==> src/rtl/product_accumulator_pkg.sv <==
// Shared types and helpers for product_accumulator: FSM state encoding and
// the frame-length normalisation (a length of 0 means a single-beat frame).
package product_accumulator_pkg;

    typedef enum logic {
        ST_IDLE  = 1'b0,
        ST_ACCUM = 1'b1
    } state_t;

    // Callers zero-extend into 32 bits and truncate the result back.
    function automatic logic [31:0] eff_frame_len(input logic [31:0] len);
        return (len == 32'd0) ? 32'd1 : len;
    endfunction

endpackage

==> src/rtl/product_accumulator_if.sv <==
// Product-stream input and frame-result output of product_accumulator.
// Handshake: a transfer happens on a rising edge where valid and ready are
// both high; a producer holds valid and data stable until that edge.
interface product_accumulator_if #(
    parameter int DATA_WIDTH      = 4,
    parameter int ACC_WIDTH       = 8,
    parameter int FRAME_LEN_WIDTH = 4
);
    logic [DATA_WIDTH-1:0]      data_i;
    logic                       valid_i;
    logic                       ready_o;
    logic [FRAME_LEN_WIDTH-1:0] frame_len_i;
    logic                       clear_i;
    logic [ACC_WIDTH-1:0]       data_o;
    logic                       valid_o;
    logic                       ready_i;
    logic                       overflow_o;

    modport master (
        output data_i, valid_i, frame_len_i, clear_i, ready_i,
        input  ready_o, data_o, valid_o, overflow_o
    );

    modport slave (
        input  data_i, valid_i, frame_len_i, clear_i, ready_i,
        output ready_o, data_o, valid_o, overflow_o
    );
endinterface

==> src/rtl/product_accumulator_beat_counter.sv <==
// beat_counter: loadable down-counter of beats still owed in the current
// frame; last flags that the next accepted beat completes the frame.
module beat_counter #(
    parameter int FRAME_LEN_WIDTH = 4
) (
    input  logic                       clk,
    input  logic                       rst,
    input  logic                       clear,
    input  logic                       load,
    input  logic [FRAME_LEN_WIDTH-1:0] load_value,
    input  logic                       decrement,
    output logic                       last
);
    logic [FRAME_LEN_WIDTH-1:0] count;

    always_ff @(posedge clk) begin
        if (rst || clear) begin
            count <= '0;
        end else if (load) begin
            count <= load_value;
        end else if (decrement) begin
            count <= count - FRAME_LEN_WIDTH'(1);
        end
    end

    assign last = (count == FRAME_LEN_WIDTH'(1));
endmodule

==> src/rtl/product_accumulator.sv <==
// Frame accumulator for a product stream with a one-entry result register.
// Define PRODUCT_ACCUMULATOR_SATURATE_EN to clamp on overflow instead of wrapping.
module product_accumulator
    import product_accumulator_pkg::*;
#(
    parameter int DATA_WIDTH      = 4,
    parameter int ACC_WIDTH       = 8,
    parameter int FRAME_LEN_WIDTH = 4
) (
    input  logic                    clk_i,
    input  logic                    rst_i,
    product_accumulator_if.slave    bus,
    output state_t                  state_o
);
    if (ACC_WIDTH < DATA_WIDTH) begin : g_bad_width
        $error("product_accumulator: ACC_WIDTH must be >= DATA_WIDTH");
    end

    state_t state, state_next;

    logic [ACC_WIDTH-1:0]       acc, acc_add, result;
    logic [ACC_WIDTH:0]         sum;
    logic                       carry, sticky;
    logic                       res_valid, res_ovf;
    logic [FRAME_LEN_WIDTH-1:0] n_eff;
    logic                       cnt_last, last_beat;
    logic                       beat_accept, frame_done;
    logic                       cnt_load, cnt_dec, cnt_clear;
    logic                       ready;

    assign n_eff = FRAME_LEN_WIDTH'(eff_frame_len(32'(bus.frame_len_i)));

    // In IDLE the incoming beat is the first one, so the frame length decides.
    assign last_beat = (state == ST_IDLE) ? (n_eff == FRAME_LEN_WIDTH'(1)) : cnt_last;

    // Only a completing beat has to wait for the result register to drain.
    assign ready       = ~rst_i & ~(last_beat & res_valid & ~bus.ready_i);
    assign beat_accept = bus.valid_i & ready & ~bus.clear_i;

    assign sum   = {1'b0, acc} + {{(ACC_WIDTH + 1 - DATA_WIDTH){1'b0}}, bus.data_i};
    assign carry = sum[ACC_WIDTH];

`ifdef PRODUCT_ACCUMULATOR_SATURATE_EN
    assign acc_add = carry ? {ACC_WIDTH{1'b1}} : sum[ACC_WIDTH-1:0];
`else
    assign acc_add = sum[ACC_WIDTH-1:0];
`endif

    always_ff @(posedge clk_i) begin
        if (rst_i) begin
            state <= ST_IDLE;
        end else begin
            state <= state_next;
        end
    end

    always_comb begin
        state_next = state;
        cnt_load   = 1'b0;
        cnt_dec    = 1'b0;
        frame_done = 1'b0;
        if (bus.clear_i) begin
            state_next = ST_IDLE;
        end else if (beat_accept) begin
            case (state)
                ST_IDLE: begin
                    if (n_eff == FRAME_LEN_WIDTH'(1)) begin
                        frame_done = 1'b1;
                    end else begin
                        cnt_load   = 1'b1;
                        state_next = ST_ACCUM;
                    end
                end
                ST_ACCUM: begin
                    if (cnt_last) begin
                        frame_done = 1'b1;
                        state_next = ST_IDLE;
                    end else begin
                        cnt_dec = 1'b1;
                    end
                end
                default: state_next = ST_IDLE;
            endcase
        end
    end

    assign cnt_clear = bus.clear_i | frame_done;

    beat_counter #(
        .FRAME_LEN_WIDTH(FRAME_LEN_WIDTH)
    ) u_beat_counter (
        .clk        (clk_i),
        .rst        (rst_i),
        .clear      (cnt_clear),
        .load       (cnt_load),
        .load_value (n_eff - FRAME_LEN_WIDTH'(1)),
        .decrement  (cnt_dec),
        .last       (cnt_last)
    );

    always_ff @(posedge clk_i) begin
        if (rst_i) begin
            acc       <= '0;
            sticky    <= 1'b0;
            result    <= '0;
            res_valid <= 1'b0;
            res_ovf   <= 1'b0;
        end else begin
            if (bus.clear_i || frame_done) begin
                acc    <= '0;
                sticky <= 1'b0;
            end else if (beat_accept) begin
                acc    <= acc_add;
                sticky <= sticky | carry;
            end
            // A completing frame reloads the register even while it is drained.
            if (frame_done) begin
                result    <= acc_add;
                res_ovf   <= sticky | carry;
                res_valid <= 1'b1;
            end else if (res_valid && bus.ready_i) begin
                res_valid <= 1'b0;
            end
        end
    end

    assign bus.ready_o    = ready;
    assign bus.data_o     = result;
    assign bus.valid_o    = res_valid;
    assign bus.overflow_o = res_ovf;
    assign state_o        = state;
endmodule

==> src/flat_wrapper.sv <==
// flat-port wrapper written by rule: the top's interface ports become plain ports
module product_accumulator_flat import product_accumulator_pkg::*;
#(
    parameter int DATA_WIDTH      = 4,
    parameter int ACC_WIDTH       = 8,
    parameter int FRAME_LEN_WIDTH = 4
)
  (clk_i, rst_i, state_o, bus_data_i, bus_valid_i, bus_frame_len_i, bus_clear_i, bus_ready_i, bus_ready_o, bus_data_o, bus_valid_o, bus_overflow_o);
  product_accumulator_if #(.DATA_WIDTH(DATA_WIDTH), .ACC_WIDTH(ACC_WIDTH), .FRAME_LEN_WIDTH(FRAME_LEN_WIDTH)) bus_i ();
  input  logic clk_i;
  input  logic rst_i;
  output state_t state_o;
  input wire logic [$bits(bus_i.data_i)-1:0] bus_data_i;
  input wire logic [$bits(bus_i.valid_i)-1:0] bus_valid_i;
  input wire logic [$bits(bus_i.frame_len_i)-1:0] bus_frame_len_i;
  input wire logic [$bits(bus_i.clear_i)-1:0] bus_clear_i;
  input wire logic [$bits(bus_i.ready_i)-1:0] bus_ready_i;
  output wire logic [$bits(bus_i.ready_o)-1:0] bus_ready_o;
  output wire logic [$bits(bus_i.data_o)-1:0] bus_data_o;
  output wire logic [$bits(bus_i.valid_o)-1:0] bus_valid_o;
  output wire logic [$bits(bus_i.overflow_o)-1:0] bus_overflow_o;
  assign bus_i.data_i = bus_data_i;
  assign bus_i.valid_i = bus_valid_i;
  assign bus_i.frame_len_i = bus_frame_len_i;
  assign bus_i.clear_i = bus_clear_i;
  assign bus_i.ready_i = bus_ready_i;
  assign bus_ready_o = bus_i.ready_o;
  assign bus_data_o = bus_i.data_o;
  assign bus_valid_o = bus_i.valid_o;
  assign bus_overflow_o = bus_i.overflow_o;
  product_accumulator #(.DATA_WIDTH(DATA_WIDTH), .ACC_WIDTH(ACC_WIDTH), .FRAME_LEN_WIDTH(FRAME_LEN_WIDTH)) u_core (.clk_i(clk_i), .rst_i(rst_i), .bus(bus_i), .state_o(state_o));
endmodule
==> config.mk <==
export PLATFORM = sky130hd
export DESIGN_NAME = product_accumulator_flat
export DESIGN_NICKNAME = d
export VERILOG_FILES = /design/src/rtl/product_accumulator_pkg.sv /design/src/rtl/product_accumulator_if.sv /design/src/rtl/product_accumulator_beat_counter.sv /design/src/rtl/product_accumulator.sv /design/src/flat_wrapper.sv
export SDC_FILE = /design/constraint.sdc
export NUM_CORES = 1
export LEC_CHECK = 0
export CAP_MARGIN = 10
export CORE_MARGIN = 2
export CORE_UTILIZATION = 45
export CTS_BUF_LIST = sky130_fd_sc_hd__clkbuf_16
export DETAILED_ROUTE_END_ITERATION = 10
export PLACE_DENSITY = 0.7
export SLEW_MARGIN = 10
export SYNTH_ARGS = -nofsm -noshare
export SYNTH_HDL_FRONTEND = slang
export SYNTH_SLANG_ARGS = --single-unit
==> constraint.sdc <==
create_clock -name clk_i -period 2.7 [get_ports clk_i]
set_clock_uncertainty 0.05 [all_clocks]
set_input_delay 0.27 -clock clk_i [delete_from_list [all_inputs] [get_ports clk_i]]
set_output_delay 0.27 -clock clk_i [all_outputs]
set_load 0.01 [all_outputs]
==> results.md, run 1 <==
* Run status: finished clean
* Final Hold Vio Count at 0
* GPL Wtd Cong at 0.795
* Setup tns final at 0 ps
* Worst-path clk slew at 60 ps
* Min-Delay Startpoint: u_core.bus.data_o[4]$_SDFFE_PP0P_
* Yosys reg bits at 24
* CP Class: in2out
* Worst skew pair latency at 260 ps
* Filler Cell Count at 250
* GR Overflow Total at 0
* # Max-Cap Violations at 0
* Final Cell Area at 1770 sq um
* Commonest non-fill, non-tap cell in the layout: nor2_1
* P&R area growth vs syn at 33.2%
* Layout cells sized above 1 at 0.0963
* Hold depth at 2
* I/O Pins at 25
* P_leak at 0.633 nW
* Worst-path maximum fanout at 3
* Worst-margin pin slew at 435 ps
* # clock sinks at 24
* Sequential fraction of the synthesis area at 0.362
* Dpl ws at 45.6 ps
* Min Tclk post-route at 2580 ps
* Slew Limit Fails at 0
* Power density cells at 495 nW/um^2
* Initial Utilization at 0.478
* Root Buffer: clkbuf_16
* Reg2reg start: u_core.u_beat_counter.count[1]$_SDFFE_PP0P_
* Core area at 2780 sq um
* Worst slew margin at 0.709
* Die Ht at 58.3 um
* CTS Buf Count at 3
* DRC viols at 0
* Setup crit end kind: output pin
* Post-synth cell types at 37
* CTS Buffer Depth at 2
* DR WL/cell at 13.5 um
* Final Util at 0.637
* Post-DP Area at 1640 sq um
* Cell count after synthesis at 155
* Reg2reg path depth at 8
* Maximum VDD drop at 0.373 mV
* Fin nets at 210
* Vias/cell at 5.37
* Hold path endpoint: u_core.bus.data_o[4]$_SDFFE_PP0P_
* Row count at 19
* YS warnings at 0
* Critical Path RT at 2380 ps
* Detailed Route Iter0 Violations at 27
* First-pass iteration count of the detailed router at 4
* Worst R2R End: u_core.acc[1]$_SDFFE_PP0N_
* CTS tree: done
* Largest net degree at the start of global routing at 15
* Vias at 1,171
* Maximum clock frequency at 387 MHz
* # port buffers at 24
* GRT Total Usage at 0.184
* Worst setup SP type: input pin
* Global-route wire length before repair at 4760 um
* N_diodes at 0
* Arrival @ worst endpoint at 2260 ps
* Most frequent cells in the layout: 25 x nor2_1, 24 x clkdlybuf4s50_1, 24 x dfxtp_1, 10 x buf_4
* Post-synth design cell area at 1330 sq um
* Syn nets at 177
* Avg Inst Size Synth at 8.57 sq um
* Drt total wl at 2940 um
* Die width at 58.3 um
* Antenna violations before repair at 0
* Die area at 3400 sq um
* Final Setup Violations at 0
* Crit share post-route at 0.956
* Final WS setup at 119 ps
* Antenna-violating nets left at 0
* Worst min path class: reg2reg
* H-tree levels at 1
* R2r setup slk at 710 ps
* Vias in the first global route at 1,105
* Dpl hpwl at 2140 um
cells by family after synthesis:
logic type      count (synthesis)  share of synthesized area
flops                          24                      0.362
xor+xnor                       10                     0.0659
compound gates                 28                      0.135
fa+ha+maj                       9                     0.0904
buf+inv                        14                     0.0452
simple gates                   65                      0.265
mux                             5                     0.0377
where the power goes:
part,switching [mW],internal (mW)
combinational,0.0436,0.0479
clock,0.128,0.295
sequential,0.00367,0.358
total,0.175,0.700
worst max-delay path: stages:
cell	delay, ps
clkdlybuf4s50_1	520
nor3_1	70
nor2_1	170
inv_1	70
ha_1	190
nor4b_4	150
o21ai_2	140
nor2b_1	140
clkdlybuf4s50_1	540
state kept, by name, summed over array words and instances, names as in the netlist:
register                     count
u_core.acc                       8
u_core.bus.data_o                8
u_core.bus.overflow_o            1
u_core.bus.valid_o               1
u_core.state_o                   1
u_core.sticky                    1
u_core.u_beat_counter.count      4
layout make-up:
class / instances / area [sq um] / share of cell area
clock buffers: 3 / 75.1 / 0.0424
clock inverters: 1 / 30.0 / 0.0170
inverters: 8 / 30.0 / 0.0170
multi-input cells: 117 / 801 / 0.452
flip-flops and latches: 24 / 480 / 0.271
well taps: 31 / 38.8 / 0.0219
repair buffers: 34 / 315 / 0.178
how the worst max path moves through the flow:
stage / startpoint / to / slack (ps) / depth (start not counted)
2_1_floorplan: bus_frame_len_i[1] / u_core.acc[2]$_SDFFE_PP0N_ / 650 / 11
3_3_place_gp: bus_frame_len_i[1] / bus_ready_o / 150 / 9
3_5_place_dp: bus_frame_len_i[1] / bus_ready_o / 50 / 9
4_1_cts: bus_frame_len_i[1] / bus_ready_o / 30 / 9
5_1_grt: bus_frame_len_i[1] / bus_ready_o / -30 / 9
6_report: bus_frame_len_i[1] / bus_ready_o / 120 / 9
what timing repair did:
item,CTS,global route
hold buffers,0,0
endpoints found under the hold margin,0,0
endpoints found under the setup margin,0,1
resized for setup,0,3
buffers inserted,0,2
synthesized netlist by cell type:
library cell  number  area, sq um
xor2_1             7         61.3
nand2b_1           2         12.5
nor4b_2            1         15.0
or3b_1             2         17.5
nor2_1            25         93.8
buf_2              3         15.0
o21a_1             2         15.0
o22ai_1            1         6.26
clkbuf_1           2         7.51
nor3_1             6         30.0
nor4_1             1         6.26
and2_1             2         12.5
a21oi_1            8         40.0
nor3_2             1         10.0
ha_1               8          100
dfxtp_1           24          480
nand2_1            8         30.0
nor3_4             1         16.3
nor3b_1            4         30.0
o21bai_1           1         7.51
and3_1             1         6.26
o211ai_1           2         15.0
fa_1               1         20.0
nor2b_1            3         18.8
mux2i_1            5         50.1
nand4_1            2         12.5
o311a_1            1         10.0
o21ai_0            5         25.0
or3_1              2         12.5
xnor2_1            3         26.3
o31a_1             1         8.76
buf_4              1         7.51
a31oi_1            1         6.26
a211oi_1           6         45.0
nand3_1            3         15.0
inv_1              8         30.0
and4bb_1           1         12.5
per-stage QoR:
step	hold WS, ps	power, mW	instances
2_1_floorplan	387	0.415	155
3_3_place_gp	399	0.453	212
3_5_place_dp	410	0.456	212
4_1_cts	422	0.880	216
5_1_grt	456	0.905	218
6_report	425	0.876	218
metal layers:
metal,share of wire,track usage,vias to the layer above,wire length [um]
met4,0.012,0.0698,0,34
li1,-,-,605,-
met2,0.47,0.310,22,1370
met1,0.48,0.233,540,1420
met5,0,0,-,0
met3,0.038,0.0352,4,112
Note: power is estimated with default switching activity, not from simulation.
==> run 2: changes to the inputs <==
--- a/config.mk
+++ b/config.mk
@@ -8,7 +8,6 @@
 export CAP_MARGIN = 10
 export CORE_MARGIN = 2
 export CORE_UTILIZATION = 45
-export CTS_BUF_LIST = sky130_fd_sc_hd__clkbuf_16
 export DETAILED_ROUTE_END_ITERATION = 10
 export PLACE_DENSITY = 0.7
 export SLEW_MARGIN = 10
==> run 2 against run 1 <==
Net effect: via count increased by 0.85%; combinational power is 0.4% higher; largest cell class unchanged; register-to-register slack is essentially flat; first-iteration DRC count rose by 19%; worst hold slack better by 5.6 ps; core utilization shrank 1.9 points; global-route usage fell by 0.23 points.
==> results.md, run 2 (synthesis gave the netlist of run 1 again) <==
* CP Class: in2out
* Clock power frac at 0.366 (-0.117)
* GPL Wtd Cong at 0.795 (unchanged)
* Die Ht at 58.3 um (unchanged)
* Global-route wire length before repair at 4690 um (-1.6%)
* Die width at 58.3 um (unchanged)
* N_diodes at 0 (unchanged)
* # clock sinks at 24 (unchanged)
* Dpl hpwl at 2140 um (unchanged)
* Crit share post-route at 0.954 (-0.00176)
* Filler Cell Count at 258 (+3.2%)
* Fin nets at 210 (unchanged)
* Sw Pwr at 0.159 mW (-9.2%)
* CTS Buf Count at 3 (unchanged)
* Peak per-stage delay on the critical path at 540 ps (about the same)
* Antenna violations before repair at 0 (unchanged)
* Root Buffer: clkbuf_4
* Worst skew pair latency at 320 ps (+60 ps)
* Total design power at 0.715 mW (-18%)
* CTS Buffer Depth at 2 (unchanged)
* CTS tree: done
* Layout cells sized above 1 at 0.0963 (unchanged)
* Power density cells at 416 nW/um^2 (-16%)
* Antenna-violating nets left at 0 (unchanged)
* Chain of cells forming the critical path: clkdlybuf4s50_1 > nor3_1 > nor2_1 > inv_1 > ha_1 > nor4b_4 > o21ai_2 > nor2b_1 > clkdlybuf4s50_1
* Drt total wl at 2930 um (-0.27%)
* Setup crit end kind: output pin
* CP delay by family, top: buffers and inverters
* Worst-margin pin slew at 427 ps (-7.77 ps)
* Arrival @ worst endpoint at 2260 ps (about the same)
* CTS Hold Bufs at 0 (unchanged)
* Die area at 3400 sq um (unchanged)
* Sw Share at 0.222 (+0.0222)
* Worst slew margin at 0.714 (+0.00426)
* Vias/cell at 5.42 (+0.85%)
* First-pass iteration count of the detailed router at 4 (unchanged)
* DRC viols at 0 (unchanged)
* GRT Total Usage at 0.182 (-0.00232)
* Largest net degree at the start of global routing at 15 (unchanged)
* Internal power at 0.556 mW (-21%)
* Core area at 2780 sq um (unchanged)
* Initial Utilization at 0.478 (unchanged)
* DR WL/cell at 13.4 um (-0.27%)
* Worst min path class: reg2reg
* GR Overflow Total at 0 (unchanged)
* Slew Limit Fails at 0 (unchanged)
* P_leak at 0.610 nW (-3.7%)
* Most frequent cells in the layout: 25 x nor2_1, 24 x clkdlybuf4s50_1, 24 x dfxtp_1, 10 x buf_4
* CP max stage cell: clkdlybuf4s50_1
* H-tree levels at 1 (unchanged)
* I/O Pins at 25 (unchanged)
* Maximum VDD drop at 0.283 mV (-24%)
* Critical Path RT at 2380 ps (about the same)
* Vias at 1,181 (+0.85%)
* Final Setup Violations at 0 (unchanged)
* Worst-path maximum fanout at 3 (unchanged)
* # Max-Cap Violations at 0 (unchanged)
* Flop pwr share at 0.506 (+0.093)
* Gate power share at 0.129 (+0.025)
* # port buffers at 24 (unchanged)
* Detailed Route Iter0 Violations at 32 (+19%)
* Worst-path clk slew at 140 ps (+80 ps)
* Vias in the first global route at 1,089 (-1.4%)
* Most Frequent Cell on Critical Path: clkdlybuf4s50_1
* CP bufs+invs at 3 (unchanged)
* Worst setup SP type: input pin
* Setup tns final at 0 ps (unchanged)
* Final Hold Vio Count at 0 (unchanged)
* Maximum clock frequency at 388 MHz (+0.18%)
* P&R area growth vs syn at 29.3%
* Run status: finished clean
* Commonest non-fill, non-tap cell in the layout: nor2_1
* Row count at 19 (unchanged)
* Min Tclk post-route at 2580 ps (-4.75 ps)
-- run 2: cell counts in the layout (fill, tap and decap cells not counted) --
Identical to the previous run, type by type.
-- run 2: stage by stage --
step	setup slack, ps	cell area [sq um]	hold WS, ps	std cells	utilization
final	124	1720	430	218	0.618
after global routing	-26.7	1720	466	218	0.618
after CTS	25.6	1690	431	216	0.608
after detailed placement	45.6	1640	410	212	0.589
after global placement	154	1640	399	212	0.589
after floorplan	647	1330	387	155	-
-- run 2: final cells by class --
cell class	count	area, sq um	area share
Clock buffer	3	22.5	0.0131
Clock inverter	1	30.0	0.0175
Inverter	8	30.0	0.0175
Timing Repair Buffer	34	315	0.184
Multi-Input combinational cell	117	801	0.466
Sequential cell	24	480	0.280
Tap cell	31	38.8	0.0226
-- run 2: worst register-to-register path: stages (launching register included) --
cell,delay [ps]
dfxtp_1,380
inv_1,80
ha_1,200
and4bb_1,250
nor2_1,200
nor3_4,90
or3_1,320
buf_4,200
a211oi_1,170
-- run 2: what timing repair did --
| item | 4_1_cts | 5_1_grt |
|---|---|---|
| setup buffers | 0 | 2 |
| resized for setup | 0 | 3 |
| endpoints found under the setup margin | 0 | 1 |
| hold endpoints to repair | 0 | 0 |
-- run 2: power by group through the flow --
stage | Sequential, mW | Combinational (mW) | Clock, mW
2_1_floorplan | 0.369 | 0.0459 | 0
3_3_place_gp | 0.369 | 0.0839 | 0
3_5_place_dp | 0.369 | 0.0865 | 0
4_1_cts | 0.361 | 0.0880 | 0.270
5_1_grt | 0.362 | 0.101 | 0.281
6_report | 0.362 | 0.0919 | 0.262
-- run 2: metal layers --
| metal | wire, um | part of all wire | track usage | vias to the layer above |
|---|---|---|---|---|
| met3 | 122 | 0.042 | 0.0220 | 7 |
| met2 | 1340 | 0.46 | 0.305 | 26 |
| met5 | 0 | 0 | 0 | - |
| met4 | 71 | 0.024 | 0.0930 | 0 |
| met1 | 1390 | 0.47 | 0.229 | 540 |
| li1 | - | - | - | 608 |
-- run 2: final timing paths --
check	slack [ps]	depth (start not counted)	startpoint	to
max reg2reg	700	8	u_core.u_beat_counter.count[1]$_SDFFE_PP0P_	u_core.acc[1]$_SDFFE_PP0N_
min	430	2	u_core.bus.data_o[4]$_SDFFE_PP0P_	u_core.bus.data_o[4]$_SDFFE_PP0P_
min reg2reg	430	2	u_core.bus.data_o[4]$_SDFFE_PP0P_	u_core.bus.data_o[4]$_SDFFE_PP0P_
max	120	9	bus_frame_len_i[1]	bus_ready_o
